[src/rtl/uart_bus_pkg.sv]
// Shared definitions for the UART bus master.
//   state_t         : bus-master FSM states
//   RD_* / WR_*     : bit positions within the one-hot read / write strobes
//   ST_*            : bit positions within the UART status byte
package uart_bus_pkg;

  typedef enum logic [2:0] {
    S_CFG,
    S_IDLE,
    S_STAT,
    S_RXRD,
    S_TXWR,
    S_HOLD
  } state_t;

  localparam int RD_DATA = 0;
  localparam int RD_STAT = 1;
  localparam int RD_SW   = 2;
  localparam int WR_TX   = 0;
  localparam int WR_CFG  = 6;

  localparam int ST_RXRDY = 0;
  localparam int ST_TXRDY = 1;
  localparam int ST_PERR  = 2;
  localparam int ST_FERR  = 3;
  localparam int ST_OVF   = 4;

endpackage

[src/rtl/byte_fifo.sv]
// Synchronous 8-bit FIFO holding bytes waiting to be echoed.
//   clk, reset : clock, synchronous active-high reset (flushes the FIFO)
//   push, din  : write din when not full
//   pop        : discard head when not empty
//   full, empty, count : occupancy
//   head       : oldest byte, valid whenever !empty
module byte_fifo #(
  parameter int DEPTH = 4
) (
  input  logic                   clk,
  input  logic                   reset,
  input  logic                   push,
  input  logic                   pop,
  input  logic [7:0]             din,
  output logic                   full,
  output logic                   empty,
  output logic [$clog2(DEPTH):0] count,
  output logic [7:0]             head
);

  localparam int AW = $clog2(DEPTH);

  logic [7:0]    mem [DEPTH];
  logic [AW-1:0] wr_ptr_reg;
  logic [AW-1:0] rd_ptr_reg;
  logic [AW:0]   count_reg;
  logic          push_ok;
  logic          pop_ok;

  assign full    = (count_reg == (AW+1)'(DEPTH));
  assign empty   = (count_reg == '0);
  assign count   = count_reg;
  assign push_ok = push && !full;
  assign pop_ok  = pop && !empty;

  // Head must be visible in the cycle before the TX write is issued, so the
  // read port is asynchronous (tiny distributed memory).
  assign head = mem[rd_ptr_reg];

  always_ff @(posedge clk) begin
    if (push_ok) mem[wr_ptr_reg] <= din;
  end

  // Power-of-two depth: pointers wrap naturally.
  always_ff @(posedge clk) begin
    if (reset) begin
      wr_ptr_reg <= '0;
      rd_ptr_reg <= '0;
      count_reg  <= '0;
    end else begin
      if (push_ok) wr_ptr_reg <= wr_ptr_reg + AW'(1);
      if (pop_ok)  rd_ptr_reg <= rd_ptr_reg + AW'(1);
      if (push_ok && !pop_ok)      count_reg <= count_reg + (AW+1)'(1);
      else if (pop_ok && !push_ok) count_reg <= count_reg - (AW+1)'(1);
    end
  end

endmodule

[src/rtl/uart_echo_master.sv]
// Bus master standing in for the processor on the UART I/O port.
// Configures the UART, services its interrupt, reads status/RX data, buffers
// received bytes and, when echo_en is set, writes them back to TX data.
//   clk, reset     : clock, synchronous active-high reset
//   cfg, cfg_load  : UART config byte and reconfigure request pulse
//   echo_en        : enable echoing buffered bytes
//   interrupt      : UART interrupt; interrupt_ack clears it (1 cycle)
//   in_port        : UART read mux; out_port, read, write drive the bus
//   rx_byte, rx_strobe       : last received byte and its update pulse
//   err_count, drop_count    : saturating error / overflow-drop counters
//   busy           : FSM not in IDLE
module uart_echo_master
  import uart_bus_pkg::*;
#(
  parameter int FIFO_DEPTH = 4,
  parameter int CNT_W      = 8
) (
  input  logic             clk,
  input  logic             reset,
  input  logic [7:0]       cfg,
  input  logic             cfg_load,
  input  logic             echo_en,
  input  logic             interrupt,
  input  logic [15:0]      in_port,
  output logic [15:0]      out_port,
  output logic [7:0]       read,
  output logic [7:0]       write,
  output logic             interrupt_ack,
  output logic [7:0]       rx_byte,
  output logic             rx_strobe,
  output logic [CNT_W-1:0] err_count,
  output logic [CNT_W-1:0] drop_count,
  output logic             busy
);

  localparam int FC_W = $clog2(FIFO_DEPTH) + 1;

  state_t           state_reg, state_next;
  logic [7:0]       read_reg, read_next;
  logic [7:0]       write_reg, write_next;
  logic [15:0]      out_port_reg, out_port_next;
  logic             ack_reg, ack_next;
  logic             cfg_pend_reg;
  logic             err_flag_reg;
  logic [7:0]       rx_byte_reg;
  logic             rx_strobe_reg;
  logic [CNT_W-1:0] err_count_reg;
  logic [CNT_W-1:0] drop_count_reg;

  logic             fifo_full;
  logic             fifo_empty;
  logic [FC_W-1:0]  fifo_count;
  logic [7:0]       fifo_head;
  logic             echo_ready;
  logic             unused_bits;

  assign echo_ready  = !fifo_empty && echo_en;
  assign unused_bits = ^{in_port[15:8], fifo_count};

  byte_fifo #(.DEPTH(FIFO_DEPTH)) u_fifo (
    .clk   (clk),
    .reset (reset),
    .push  (state_reg == S_RXRD),
    .pop   (state_reg == S_TXWR),
    .din   (in_port[7:0]),
    .full  (fifo_full),
    .empty (fifo_empty),
    .count (fifo_count),
    .head  (fifo_head)
  );

  // State register.
  always_ff @(posedge clk) begin
    if (reset) state_reg <= S_CFG;
    else       state_reg <= state_next;
  end

  // Next-state logic. Strobes are registered from the next state, so the
  // reset-entered CFG has no write yet: CFG holds until its strobe is out,
  // which makes the first post-reset cycle issue the config write.
  always_comb begin
    state_next = state_reg;
    case (state_reg)
      S_CFG:  if (write_reg[WR_CFG]) state_next = S_IDLE;
      S_IDLE: begin
        if (cfg_pend_reg)     state_next = S_CFG;
        else if (interrupt)   state_next = S_STAT;
        else if (echo_ready)  state_next = S_STAT;
      end
      S_STAT: begin
        if (in_port[ST_RXRDY])                     state_next = S_RXRD;
        else if (in_port[ST_TXRDY] && echo_ready)  state_next = S_TXWR;
        else                                       state_next = S_IDLE;
      end
      S_RXRD: state_next = S_STAT;   // re-poll: catches coalesced interrupts
      S_TXWR: state_next = S_HOLD;
      S_HOLD: state_next = S_IDLE;   // lets TxRdy fall before the next status read
      default: state_next = S_CFG;
    endcase
  end

  // Output decode from the next state.
  always_comb begin
    read_next     = '0;
    write_next    = '0;
    out_port_next = '0;
    ack_next      = 1'b0;
    case (state_next)
      S_CFG: begin
        write_next[WR_CFG] = 1'b1;
        out_port_next      = {8'h00, cfg};
      end
      S_STAT: begin
        read_next[RD_STAT] = 1'b1;
        ack_next           = (state_reg == S_IDLE) && interrupt;
      end
      S_RXRD: read_next[RD_DATA] = 1'b1;
      S_TXWR: begin
        write_next[WR_TX] = 1'b1;
        out_port_next     = {8'h00, fifo_head};
      end
      default: ;
    endcase
  end

  always_ff @(posedge clk) begin
    if (reset) begin
      read_reg     <= '0;
      write_reg    <= '0;
      out_port_reg <= '0;
      ack_reg      <= 1'b0;
    end else begin
      read_reg     <= read_next;
      write_reg    <= write_next;
      out_port_reg <= out_port_next;
      ack_reg      <= ack_next;
    end
  end

  // Datapath: config request, RX capture, counters. rx_strobe rises together
  // with the new rx_byte value, i.e. the cycle after the data read.
  always_ff @(posedge clk) begin
    if (reset) begin
      cfg_pend_reg   <= 1'b0;
      err_flag_reg   <= 1'b0;
      rx_byte_reg    <= '0;
      rx_strobe_reg  <= 1'b0;
      err_count_reg  <= '0;
      drop_count_reg <= '0;
    end else begin
      if (cfg_load)                                cfg_pend_reg <= 1'b1;
      else if (state_reg == S_IDLE && cfg_pend_reg) cfg_pend_reg <= 1'b0;

      if (state_reg == S_STAT)
        err_flag_reg <= in_port[ST_OVF] | in_port[ST_FERR] | in_port[ST_PERR];

      rx_strobe_reg <= (state_reg == S_RXRD);
      if (state_reg == S_RXRD) begin
        rx_byte_reg <= in_port[7:0];
        if (fifo_full && drop_count_reg != '1)
          drop_count_reg <= drop_count_reg + CNT_W'(1);
        if (err_flag_reg && err_count_reg != '1)
          err_count_reg <= err_count_reg + CNT_W'(1);
      end
    end
  end

  assign out_port      = out_port_reg;
  assign read          = read_reg;
  assign write         = write_reg;
  assign interrupt_ack = ack_reg;
  assign rx_byte       = rx_byte_reg;
  assign rx_strobe     = rx_strobe_reg;
  assign err_count     = err_count_reg;
  assign drop_count    = drop_count_reg;
  assign busy          = (state_reg != S_IDLE);

endmodule

[config.mk]
export PLATFORM = sky130hd
export DESIGN_NAME = uart_echo_master
export DESIGN_NICKNAME = d
export VERILOG_FILES = /design/src/rtl/uart_bus_pkg.sv /design/src/rtl/byte_fifo.sv /design/src/rtl/uart_echo_master.sv
export SDC_FILE = /design/constraint.sdc
export NUM_CORES = 1
export LEC_CHECK = 0
export BUFFER_PORTS_ARGS = -buffer_cell sky130_fd_sc_hd__buf_2
export CAP_MARGIN = 10
export CORE_MARGIN = 1
export CORE_UTILIZATION = 55
export CTS_BUF_LIST = sky130_fd_sc_hd__clkbuf_2 sky130_fd_sc_hd__clkbuf_4 sky130_fd_sc_hd__clkbuf_8
export DETAILED_ROUTE_END_ITERATION = 10
export GPL_ROUTABILITY_DRIVEN = 1
export PLACE_DENSITY_LB_ADDON = 0.2
export SLEW_MARGIN = 20
export SYNTH_ARGS = -nofsm -noshare
export SYNTH_HDL_FRONTEND = slang
export SYNTH_SLANG_ARGS = --single-unit
[constraint.sdc]
create_clock -name clk -period 2.4 [get_ports clk]
set_input_delay 0.48 -clock clk [delete_from_list [all_inputs] [get_ports clk]]
set_output_delay 0.48 -clock clk [all_outputs]
set_load 0.02 [all_outputs]
==> flow_summary.ini, run 1 <==
[drt]
firstDrtPassIters = 4
post-route-drc-count = 0
drtIter0Drc = 119
viasPerCell = 5.346
vias = 2443
avgRoutedWirePerCell_um = 13.96
ant_nets = 0
wl_um = 6378

[placement]
port_buffers = 59
dp_slack_ns = 0.2214
place_hpwl_um = 4494
dp.cells = 441
place_area_um2 = 3894
place_congestion = 0.7797

[synthesis]
synthTopCellsByCount = dfxtp_1, edfxtp_1, nand2_1
synth_most_common_cell = dfxtp_1
ys_seq_elements = 84
syn_avg_cell_area_um2 = 11.49
yosysTopAreaCell = dfxtp_1
synth_top_area_share_pct = 29.22
synth_ff_type = dfxtp_1
syn_inst = 310
syn_area_um2 = 3562
yosys.cell_types.count = 45
async_flop_share_pct = 0
seq_area_frac_synth_pct = 56.20
synth_edf_count = 32
ys_top_cells_by_area = dfxtp_1, edfxtp_1, mux4_2
synth_warnings = 0

[clock_tree]
h-tree-depth = 3
cts_tree = yes
cts_buffer_depth = 2
root_buffer = clkbuf_8
cts_sinks = 84
cts_hold_buf = 0
cts_resized = 0
clk_pin_slew_ns = 0.08
clk_latency_ns = 0.35
post_cts_buffers = 0
cts_made_buffers = 9

[sta]
setup-tns-final_ns = 0
finalCritPeriodShare_pct = 91.86
rsz0062_at_grt = no
tightest_slew_ns = 0.7380
fmax_ghz = 0.4536
relSlewSlack_pct = 50.70
setup_viol = 0
hold_viol_final = 0
worst_slack_ns = 0.1953
drv_slew = 0
clock-skew-final_ns = 0.006885
finalWorstPathRequiredPeriod_ns = 2.205

[power_and_ir_drop]
swShare_pct = 23.20
power.clock.fraction_pct = 39.0
combPwrFrac_pct = 7.8
ir_worst_vdd_v = 0.0004363
p_int_w = 0.002197
leakagePower_nw = 1.663
share_seq_of_total_power_pct = 53.2
p_sw_w = 0.0006638
p_per_area_nw_per_um2 = 694.8

[outcome]
status = finished, final reports clean

[global_routing]
grt_pass1_wl_um = 10210
grt_pass1_vias = 2193
grt_remaining_overflow = 0
grt_usage_pct = 20.70
antenna_found_initial = 0
grt_start_max_net_pins = 26

[finish]
regMostFlops = u_fifo.mem
n_antenna_cell = 0
layout-drive-gt1-share_pct = 26.18
final_cells = 457
utilization_pct = 67.55
design_area_um2 = 4118
syn_to_final_growth_pct = 15.60
largest_reg_flops = 32
fin_nets = 414

[setup_path]
regToRegSetupSlack_ns = 0.20
startpoint = u_fifo.count[0]
start_kind = flop
worstSetupEndpointType = flop
required_ns = 2.69
worstSetupEndpoint = u_fifo.count[2]
crit-reg2reg-launch = u_fifo.count[0]
worstSetupPathType = reg2reg
reg2reg_to = u_fifo.count[2]
worstRegToRegCells = 8
cp.arrival_ns = 2.49
crit_fanout = 6

[die]
die_w_um = 82.48
die-area_um2 = 6802
fp.dieH_um = 82.48
core-area_um2 = 6096
ios = 88
initial_utilization_pct = 58.44
rows = 28

[worst_hold_path]
hold_depth = 3
hold_class = in2reg

[flow_run]
maxCapViolCount = 0
-- layer usage --
layer	GRT usage [%]	vias up	part of all wire, %
met4	10.53	0	1.6
met3	4.066	7	5.0
li1	-	1217	-
met2	32.23	73	47
met1	27.44	1146	47
met5	0	-	0
-- worst min path at each step --
stage / from / to / slack (ns)
6_report: cfg_load / cfg_pend_reg / 0.34
5_1_grt: in_port[5] / u_fifo.mem[2][5] / 0.35
4_1_cts: cfg_load / cfg_pend_reg / 0.33
3_5_place_dp: rx_byte[6] / rx_byte[6] / 0.45
3_3_place_gp: rx_byte[5] / rx_byte[5] / 0.44
2_1_floorplan: cfg_pend_reg / cfg_pend_reg / 0.47
-- worst max-delay path: stages (launching register included) --
cell     delay, ns
dfxtp_1       0.39
or3_1         0.42
nand2_1       0.11
ha_1          0.19
inv_1         0.06
fa_1          0.37
xor2_1        0.16
or3_1         0.30
a21oi_1       0.14
-- placed cells by master (no fill, tap or decap), types with 2 or more instances in the layout --
master | Yosys | layout
a211oi_1 | 2 | 2
buf_4 | 21 | 11
clkbuf_4 | 0 | 2
bufinv_16 | 0 | 2
nand2_1 | 24 | 24
buf_2 | 1 | 59
dfxtp_1 | 52 | 52
or3_1 | 6 | 6
mux2i_1 | 8 | 8
and2_1 | 5 | 5
o21ai_0 | 9 | 9
a22oi_1 | 2 | 2
nor2b_1 | 2 | 2
clkbuf_8 | 0 | 9
conb_1 | 1 | 20
o21bai_1 | 2 | 2
nor2_1 | 19 | 19
nor3_1 | 11 | 11
nor3b_1 | 2 | 2
mux4_2 | 8 | 8
and4_1 | 3 | 3
nand3b_1 | 2 | 2
o211ai_1 | 2 | 2
inv_1 | 9 | 9
or4_1 | 6 | 6
a21oi_1 | 23 | 23
xor2_1 | 8 | 8
nand3_1 | 8 | 8
ha_1 | 7 | 7
nand4_1 | 4 | 4
o31ai_1 | 7 | 7
edfxtp_1 | 32 | 32
-- layout make-up --
cell class	count	area [um2]
inverter	9	33.78
fill	471	1978
timing repair buffer	70	377.9
sequential	84	2002
multi-input combinational	203	1386
clock inverter	5	85.08
tap	75	93.84
clock buffer	11	138.9
-- power groups by stage --
stage / Combinational (W) / Sequential, W / Clock (W)
floorplan: 0.000150 / 0.00158 / 0
global placement: 0.000219 / 0.00155 / 0
detailed placement: 0.000222 / 0.00155 / 0
CTS: 0.000224 / 0.00152 / 0.00114
global route: 0.000248 / 0.00153 / 0.00119
finish: 0.000223 / 0.00152 / 0.00112
-- stage by stage --
step	hold WS [ns]	total power [W]
2_1_floorplan	0.4748	0.001728
3_3_place_gp	0.4410	0.001773
3_5_place_dp	0.4489	0.001777
4_1_cts	0.3319	0.002882
5_1_grt	0.3483	0.002964
6_report	0.3366	0.002861
-- kinds of logic (layout without fill, tap and decap cells) --
group / Yosys count / count (layout) / synth area share (%)
AND/OR/NAND/NOR: 99 / 99 / 15.10
flip-flops: 84 / 84 / 56.20
AO/OA/AOI/OAI: 51 / 51 / 9.167
buffers and inverters: 42 / 95 / 6.884
multiplexers: 16 / 16 / 7.306
XOR/XNOR: 9 / 9 / 2.213
adder cells (fa/ha/maj): 8 / 8 / 3.021
other: 1 / 20 / 0.1053
Note: power is estimated with default switching activity, not from simulation.
==> run 2: changes to the inputs <==
- CORE_UTILIZATION: 55 -> 35
==> run 2 against run 1 <==
  * Combinational power is essentially flat
  * Largest power group unchanged
  * Critical path depth is the same
  * Cell count grew 13%
  * Clock power is essentially flat
  * Critical path type unchanged
  * Highest routed layer unchanged
==> flow_summary.ini, run 2 (synthesis results as in run 1) <==
[outcome]
status = finished, final reports clean

[finish]
final_cells = 515
final_common_cell = buf_2
largest_reg_flops = 32
layout-drive-gt1-share_pct = 25.92
regMostFlops = u_fifo.mem
syn_to_final_growth_pct = 17.56
n_antenna_cell = 0
utilization_pct = 42.65
fin_nets = 414
final_cell_mix = buf_2, dfxtp_1, edfxtp_1

[drt]
drtIter0Drc = 89
avgRoutedWirePerCell_um = 13.77
top_layer = met4
wl_met2_um = 3206
wl_met1_um = 3489
viasPerCell = 4.720
firstDrtPassIters = 4
wl_met3_um = 336
ant_nets = 0
vias = 2431
wl_um = 7093
post-route-drc-count = 0

[die]
fp.dieH_um = 102.9
ios = 88
rows = 36
die_w_um = 102.9
initial_utilization_pct = 36.28
die-area_um2 = 10590
core-area_um2 = 9819

[placement]
place_congestion = 0.7093
place_hpwl_um = 4916
dp.cells = 499
port_buffers = 59

[setup_path]
cp.arrival_ns = 2.50
regToRegSetupSlack_ns = 0.17
worstSetupEndpointType = flop
crit_fanout = 6
worstSetupPathType = reg2reg
start_kind = flop
required_ns = 2.67

[global_routing]
grt_usage_pct = 14.05
antenna_found_initial = 0
grt_pass1_vias = 2165
grt_remaining_overflow = 0
grt_pass1_wl_um = 11070
grt_start_max_net_pins = 29

[clock_tree]
cts_resized = 0
h-tree-depth = 3
clk_latency_ns = 0.35
cts_tree = yes
post_cts_buffers = 0
root_buffer = clkbuf_8
cts_made_buffers = 9
cts_hold_buf = 0
clk_pin_slew_ns = 0.09
cts_buffer_depth = 2
cts_sinks = 84

[power_and_ir_drop]
power.clock.fraction_pct = 39.2
share_seq_of_total_power_pct = 53.1
p_per_area_nw_per_um2 = 685.3
leakagePower_nw = 1.660
p_sw_w = 0.0006987
combPwrFrac_pct = 7.7
p_int_w = 0.002171
ir_worst_vdd_v = 0.0002536
swShare_pct = 24.34

[sta]
setup-tns-final_ns = 0
fmax_ghz = 0.4481
rsz0062_at_grt = no
tightest_slew_ns = 0.7215
hold_viol_final = 0
finalCritPeriodShare_pct = 92.99
clock-skew-final_ns = 0.009564
relSlewSlack_pct = 51.80
setup_viol = 0
drv_slew = 0
finalWorstPathRequiredPeriod_ns = 2.232

[flow_run]
maxCapViolCount = 0

[worst_hold_path]
hold_class = in2reg
==> run 2: changes by cell type in the layout (fill, tap and decap cells not counted), sizes merged <==
cell / delta
clkbuf: -2
inv: +1
clkinv: +1
==> run 2: through the flow <==
stage / total power [W] / setup WS [ns] / hold WS [ns] / cell area [um2]
floorplan: 0.001728 / 0.2771 / 0.4748 / 3633
global placement: 0.001775 / 0.2879 / 0.4389 / 3966
detailed placement: 0.001777 / 0.2510 / 0.4482 / 3966
CTS: 0.002891 / 0.1709 / 0.3414 / 4188
global route: 0.002997 / 0.02100 / 0.3438 / 4188
finish: 0.002870 / 0.1682 / 0.3479 / 4188
==> run 2: metal layers <==
metal | vias to the layer above | GRT usage (%)
met5 | - | 0
met4 | 0 | 4.550
met3 | 4 | 3.525
met2 | 63 | 21.28
met1 | 1141 | 19.68
li1 | 1223 | -
==> run 2: path summary, 6_finish.rpt <==
path,cells past startpoint,startpoint,endpoint
worst max-delay path,8,u_fifo.count[1],u_fifo.count[2]
worst min-delay path,3,cfg_load,cfg_pend_reg
worst max register to register,8,u_fifo.count[1],u_fifo.count[2]
worst min register to register,2,rx_byte[5],rx_byte[5]
==> run 2: critical path: stages, from the launching register on <==
cell and delay, ns:
dfxtp_1 0.38, or3_1 0.40, nand2_1 0.11, ha_1 0.19, inv_1 0.06, fa_1 0.37, xor2_1 0.15, or3_1 0.31
a21oi_1 0.18
==> run 2: cell type report <==
class                   count  area, um2
fillers                   982       5632
flip-flops and latches     84       2002
multi-input cells         203       1386
repair buffers             70      377.9
well taps                 133      166.4
clock buffers               9      123.9
clock inverters             7      97.59
inverters                   9      33.78
==> run 2: power groups by stage <==
stage,clock [W],combinational [W],sequential [W]
2_1_floorplan,0,0.000150,0.00158
3_5_place_dp,0,0.000221,0.00156
5_1_grt,0.00122,0.000245,0.00153
4_1_cts,0.00115,0.000222,0.00152
3_3_place_gp,0,0.000219,0.00156
6_report,0.00113,0.000221,0.00152
